--- config.mk ---
export PLATFORM = sky130hd
export DESIGN_NAME = uart_parity_tx
export DESIGN_NICKNAME = d
export VERILOG_FILES = /design/src/rtl/uart_parity_tx.sv
export SDC_FILE = /design/constraint.sdc
export NUM_CORES = 1
export LEC_CHECK = 0
export ABC_CLOCK_PERIOD_IN_PS = 5800
export CAP_MARGIN = 15
export CORE_UTILIZATION = 45
export DETAILED_ROUTE_END_ITERATION = 8
export DONT_BUFFER_PORTS = 1
export GPL_TIMING_DRIVEN = 1
export SYNTH_ARGS = -nofsm -noshare
export SYNTH_HDL_FRONTEND = slang
export SYNTH_SLANG_ARGS = --single-unit
export TNS_END_PERCENT = 50
--- constraint.sdc ---
create_clock -name clk -period 5.8 [get_ports clk]
set_input_delay 1.16 -clock clk [delete_from_list [all_inputs] [get_ports clk]]
set_output_delay 1.16 -clock clk [all_outputs]
set_load 0.01 [all_outputs]
--- src/rtl/uart_parity_tx.sv ---
// uart_parity_tx: 4-bit UART transmitter with a parity bit and a one-entry input buffer.
// Frame: start 0, d0..d3 LSB first, parity, stop 1. A two-bit-period wake-up follows reset.
module uart_parity_tx #(
    parameter int CLKS_PER_BIT = 1,
    parameter bit PARITY_ODD   = 1'b0
) (
    input  logic       clk,
    input  logic       reset,
    input  logic [3:0] in_data,
    input  logic       in_valid,
    output logic       in_ready,
    output logic       tx,
    output logic       busy,
    output logic       frame_done
);

    typedef enum logic [2:0] {
        S_WAKE,
        S_IDLE,
        S_START,
        S_DATA,
        S_PARITY,
        S_STOP
    } state_e;

    localparam logic [7:0] LAST = 8'(CLKS_PER_BIT - 1);

    state_e     state_q, state_d;
    logic [7:0] cnt_q, cnt_d;
    logic [1:0] idx_q, idx_d;
    logic       wake_q, wake_d;
    logic [3:0] buf_q, buf_d;
    logic       full_q, full_d;
    logic [3:0] sh_q, sh_d;
    logic       tx_q, tx_d;
    logic       bit_end;
    logic       accept;
    logic       load;

    assign bit_end = (cnt_q == LAST);
    assign accept  = in_valid && !full_q;

    always_comb begin
        state_d = state_q;
        cnt_d   = bit_end ? 8'd0 : cnt_q + 8'd1;
        idx_d   = idx_q;
        wake_d  = wake_q;
        buf_d   = buf_q;
        full_d  = full_q;
        sh_d    = sh_q;
        load    = 1'b0;
        tx_d    = 1'b1;

        if (accept) begin
            buf_d  = in_data;
            full_d = 1'b1;
        end

        unique case (state_q)
            S_WAKE: begin
                if (bit_end) begin
                    wake_d = ~wake_q;
                    if (wake_q) begin
                        state_d = S_IDLE;
                    end
                end
            end
            S_IDLE: begin
                cnt_d = 8'd0;
                load  = full_q;
            end
            S_START: begin
                if (bit_end) begin
                    state_d = S_DATA;
                    idx_d   = 2'd0;
                end
            end
            S_DATA: begin
                if (bit_end) begin
                    if (idx_q == 2'd3) begin
                        state_d = S_PARITY;
                    end else begin
                        idx_d = idx_q + 2'd1;
                    end
                end
            end
            S_PARITY: begin
                if (bit_end) begin
                    state_d = S_STOP;
                end
            end
            S_STOP: begin
                if (bit_end) begin
                    if (full_q) begin
                        load = 1'b1;
                    end else begin
                        state_d = S_IDLE;
                    end
                end
            end
            default: begin
                state_d = S_WAKE;
            end
        endcase

        // Loading only happens with a full buffer, so it never races a new accept.
        if (load) begin
            state_d = S_START;
            sh_d    = buf_q;
            full_d  = 1'b0;
        end

        unique case (state_d)
            S_START:  tx_d = 1'b0;
            S_DATA:   tx_d = sh_d[idx_d];
            S_PARITY: tx_d = ^sh_q ^ PARITY_ODD;
            default:  tx_d = 1'b1;
        endcase
    end

    always_ff @(posedge clk or negedge reset) begin
        if (!reset) begin
            state_q <= S_WAKE;
            cnt_q   <= 8'd0;
            idx_q   <= 2'd0;
            wake_q  <= 1'b0;
            buf_q   <= 4'd0;
            full_q  <= 1'b0;
            sh_q    <= 4'd0;
            tx_q    <= 1'b1;
        end else begin
            state_q <= state_d;
            cnt_q   <= cnt_d;
            idx_q   <= idx_d;
            wake_q  <= wake_d;
            buf_q   <= buf_d;
            full_q  <= full_d;
            sh_q    <= sh_d;
            tx_q    <= tx_d;
        end
    end

    assign in_ready   = !full_q;
    assign tx         = tx_q;
    assign busy       = (state_q == S_START) || (state_q == S_DATA) ||
                        (state_q == S_PARITY) || (state_q == S_STOP);
    assign frame_done = (state_q == S_STOP) && bit_end;

endmodule
### Word-level counts from Yosys, hierarchy flattened

Cells that the tools add are included.

* output and inout port bits: 4
* word-level logic and storage cells: 57
* bits in registers: 24
* input bits: 7

* $add $sub $neg: 2
* equal/unequal tests: 9
* bitwise gates (word level): 1
* magnitude comparators: 1
* reductions and logical operators: 11
* mux-type cells: 25

Operator list (number)
* 3-bit 2-to-1 mux: 9
* 3-bit case mux with 6 select lines: 1
* 8-bit 2-to-1 mux: 2
* 3-bit by 2-bit equality test with 1-bit output, second input constant: 4
* 3-bit equality test, second input constant: 3
* 8-bit by 1-bit adder with 8-bit output, second input constant: 1
* 8-bit zero test: 1
* 2-bit 2-to-1 mux: 3
* 1-bit 2-to-1 mux: 5
* 4-bit 2-to-1 mux: 1
* 2-bit case mux with 2 select lines: 1
* 4-bit parity: 1
* 3-bit by 1-bit equality test with 1-bit output, second input constant: 1
* 3-bit zero test: 1
* 1-bit logical OR: 3
* 2-bit by 3-bit less-than comparator with 1-bit output, second input constant: 1
* 1-bit case mux with 3 select lines: 1
* 2-bit by 1-bit adder with 2-bit output, second input constant: 1
* 1-bit binary-select mux with 2-bit select: 1
* 2-bit equality test, second input constant: 1
* 1-bit logical AND: 2
* 1-bit case mux with 2 select lines: 1
* 2-bit AND reduction: 1
* 2-bit nonzero test: 1
* 2 further kinds: 2

### Logic depth before layout (Yosys ltp)

* depth after elaboration: 7
* depth in mapped cells: 9
* mapped depth without buffers: 8

### Least setup slack after synthesis

No wires, ideal clock.

* path kind: register -> output
* start: register cnt_q[0]
* end: output port frame_done
* data arrival time: 1.310 ns
* cell stages (with the launch flop): 6
* buffers on the path: 0
* path slack: 3.330 ns
* data required time: 4.640 ns
* cell sequence: dfrtp_1 inv_1 ha_1 nor3b_2 nand2_4 nor4_1

* word-level cells in the longest chain between the ends: 2

RTL lines
* start, declared: RTL line 29 `logic [7:0] cnt_q, cnt_d;`
* start signal, assigned: RTL line 133 `cnt_q <= cnt_d;`
* 8-bit zero test: RTL line 40 `assign bit_end = (cnt_q == LAST);`
* 1-bit logical AND: RTL line 147 `assign frame_done = (state_q == S_STOP) && bit_end;`
* end, declared: RTL line 14 `output logic frame_done`

No other way between the ends.

### Worst setup path in the final report

Same ends and word-level chain as after synthesis.

==> impl_metrics.env <==
export IMPL_result_of_the_run="finished, final reports clean"
export IMPL_setup_worst_path_class="reg2out"
export IMPL_number_of_synthesized_flops_with_an_enable_pin=0
export IMPL_cts_post_setup_buffers_inserted=0
export IMPL_fmax_mhz=338.5
export IMPL_grt_pass1_wl_um=4126
export IMPL_postSynthRegisterBits=24
export IMPL_arrival_ns=1.79
export IMPL_cts_inserted_buffers=3
export IMPL_antenna_left=0
export IMPL_global_route_overflow_total=0
export IMPL_grt_setup_unrepaired="no"
export IMPL_startpoint="cnt_q[0]"
export IMPL_number_of_maximum_capacitance_violations=0
export IMPL_avgViaCountPerCell=5.652
export IMPL_nets=139
export IMPL_drive_above_1_share_pct=16.54
export IMPL_cts_root_buffer="clkbuf_4"
export IMPL_tns_ns=0
export IMPL_grt_busiest_layer="met1"
export IMPL_placedInstanceArea_um2=1350
export IMPL_count_of_buffers_from_port_buffering=0
export IMPL_antenna_violations_before_repair=0
export IMPL_grt_use_met2_pct=23.47
export IMPL_initial_core_utilization_pct=47.87
export IMPL_vias=893
export IMPL_transition_time_of_the_tightest_slew_check_pin_ns=0.5288
export IMPL_grt_max_degree=25
export IMPL_final_non_filler_cell_total=158
export IMPL_worst_hold_path_type="reg2reg"
export IMPL_wire_per_inst_um=14.91
export IMPL_netlist_top_cell_by_area="dfrtp_1"
export IMPL_post_synth_instance_area_um2=1320
export IMPL_asyncSetResetFlopFracSynth_pct=100.0
export IMPL_areaGrowthSynthToFinish_pct=6.256
export IMPL_synthesis_yosys_warnings=0
export IMPL_worst_setup_hold_path_clk_slew_ns=0.13
export IMPL_syn_nets=136
export IMPL_setup_reg_to_reg_worst_slack_ns=3.38
export IMPL_path_cells="inv_1, ha_1, nor3b_2, nand2_4, nor4_1"
export IMPL_cp_buffers_inverters=1
export IMPL_post_route_worst_setup_slack_ns=2.845
export IMPL_final_setup_viol_count=0
export IMPL_timing_final_max_slew_violations=0
export IMPL_antenna_diode_count=0
export IMPL_preCtsSetupSlack_ns=3.187
export IMPL_clock_skew_final_ns=0.01103
export IMPL_worst_setup_path_start_kind="register"
export IMPL_yosys_top_cells_area="dfrtp_1, ha_1, nor2_1"
export IMPL_cts_tree="yes"
export IMPL_vertical_extent_of_the_die_um=56.16
export IMPL_yosysMostFrequentCell="dfrtp_1"
export IMPL_yosys_area_top_type_share_pct=43.60
export IMPL_detail_route_first_pass_iterations=4
export IMPL_die_area_um2=3154
export IMPL_ir_drop_mv=0.2873
export IMPL_track_usage_pct=16.91
export IMPL_reg2reg_from="cnt_q[0]"
export IMPL_final_period_utilization_pct=50.94
export IMPL_ctsResizeCount=0
export IMPL_core_area_um2=2758
export IMPL_crit_slowest_cell="dfrtp_1"
export IMPL_syn_area_per_cell_um2=10.56
export IMPL_worst_slew_margin_rel_pct=64.42
export IMPL_min_period_ns=2.955
export IMPL_reg2reg_to="tx"
export IMPL_yosysSeqAreaShare_pct=45.59
export IMPL_setup_worst_path_end_class="output port"
export IMPL_static_leakage_power_uw=0.0006292
export IMPL_timing_critical_path_depth=5
export IMPL_placementRows=19
export IMPL_timing_final_hold_violations=0
export IMPL_yosys_cell_types_count=44
export IMPL_clk_insertion_delay_late_ns=0.31
export IMPL_synth_commonest_cells="dfrtp_1, nor2_1, inv_1, nand2_1"
export IMPL_drc_errors=0
export IMPL_io_pins=11
export IMPL_timing_critical_path_to="frame_done"
export IMPL_chipWidth_um=56.16
export IMPL_critical_path_top_delay_family="simple AND/OR/NAND/NOR gates"
export IMPL_postRouteWirelength_um=2355
export IMPL_finalInstanceArea_um2=1403
export IMPL_place_gp_congestion=0.8103
export IMPL_cts_hold_buffers_added=0
export IMPL_worstPathMaxFanout=9
export IMPL_post_placement_cell_count=154
export IMPL_power_density_nw_per_um2=476.6
export IMPL_critPathMaxStageDelay_ns=0.44
export IMPL_cts_root_to_sink_buffers=2
export IMPL_post_synth_inst_count=125
export IMPL_dr_first_iter_drc_count=35
export IMPL_cts_sink_count=24
export IMPL_globalRouteMet1Util_pct=26.32
export IMPL_ys_dominant_reg_cell="dfrtp_1"
export IMPL_rr_worst_depth=8
export IMPL_dp_hpwl_um=1712
export IMPL_number_of_global_route_vias_before_repair=892
export IMPL_postLayoutCoreUtil_pct=50.86
export IMPL_globalRouteMet3Util_pct=2.326
export IMPL_worst_ep_required_time_ns=4.64
export IMPL_ctsHtreeMaxLevel=1
stage by stage:
stage / total power, uW / hold WS, ns
after detailed placement: 550.5 / 0.4649
final: 668.5 / 0.4804
after global placement: 547.1 / 0.4611
after CTS: 674.2 / 0.4833
after global routing: 722.7 / 0.4859
after floorplan: 498.3 / 0.4374
flip-flops by register name, summed over array words and instances, names as in the netlist:
signal   count
sh_q         4
full_q       1
idx_q        2
state_q      3
wake_q       1
tx           1
cnt_q        8
buf_q        4
layout by cell type (no fill, tap or decap), types with 2 or more instances in the layout:
| cell type | netlist | routed |
|---|---|---|
| and3_1 | 2 | 2 |
| clkbuf_4 | 0 | 3 |
| dfrtp_1 | 23 | 23 |
| ha_1 | 4 | 4 |
| inv_1 | 11 | 11 |
| mux2_2 | 4 | 4 |
| mux2i_1 | 3 | 3 |
| nand2_1 | 8 | 8 |
| nand2b_1 | 2 | 2 |
| nand3_1 | 5 | 5 |
| nor2_1 | 13 | 13 |
| nor2b_1 | 3 | 3 |
| o211ai_1 | 2 | 2 |
| o21ai_0 | 4 | 4 |
| o311ai_1 | 2 | 2 |
| or3_1 | 2 | 2 |
| xnor2_1 | 5 | 5 |
| xor2_1 | 5 | 5 |
where the power goes:
| part | total (uW) | switching, uW | internal [uW] |
|---|---|---|---|
| clock network | 120 | 50.0 | 69.8 |
| registers | 278 | 53.2 | 224 |
| logic | 271 | 137 | 134 |
| total | 669 | 240 | 429 |
worst min-delay path by stage:
stage / from / endpoint / slack, ns / cells past startpoint
after CTS: wake_q / wake_q / 0.48 / 1
after global placement: wake_q / wake_q / 0.46 / 1
final: wake_q / wake_q / 0.48 / 1
after floorplan: wake_q / wake_q / 0.44 / 1
after global routing: reset / buf_q[3] / 0.49 / 0
after detailed placement: wake_q / wake_q / 0.46 / 1
final cells by class:
| cell class | instances | area, um^2 |
|---|---|---|
| inverters | 11 | 41.29 |
| multi-input cells | 88 | 668.1 |
| flip-flops and latches | 24 | 601.8 |
| fillers | 250 | 1355 |
| clock buffers | 3 | 22.52 |
| well taps | 31 | 38.79 |
| clock inverters | 1 | 30.03 |
cell families after synthesis:
logic type	Yosys count	synth area share [%]
flip-flops	24	45.59
AND/OR/NAND/NOR	46	20.19
XOR/XNOR	10	6.635
multiplexers	8	6.824
buffers and inverters	13	3.791
AO/OA/AOI/OAI	20	13.18
adder cells (fa/ha/maj)	4	3.792
layer usage:
| metal | vias to the layer above | part of all wire, % |
|---|---|---|
| li1 | 446 | - |
| met1 | 433 | 53 |
| met2 | 12 | 43 |
| met3 | 2 | 3.1 |
| met4 | 0 | 1.0 |
| met5 | - | 0 |
No activity file was read; power rests on OpenSTA's default activity.
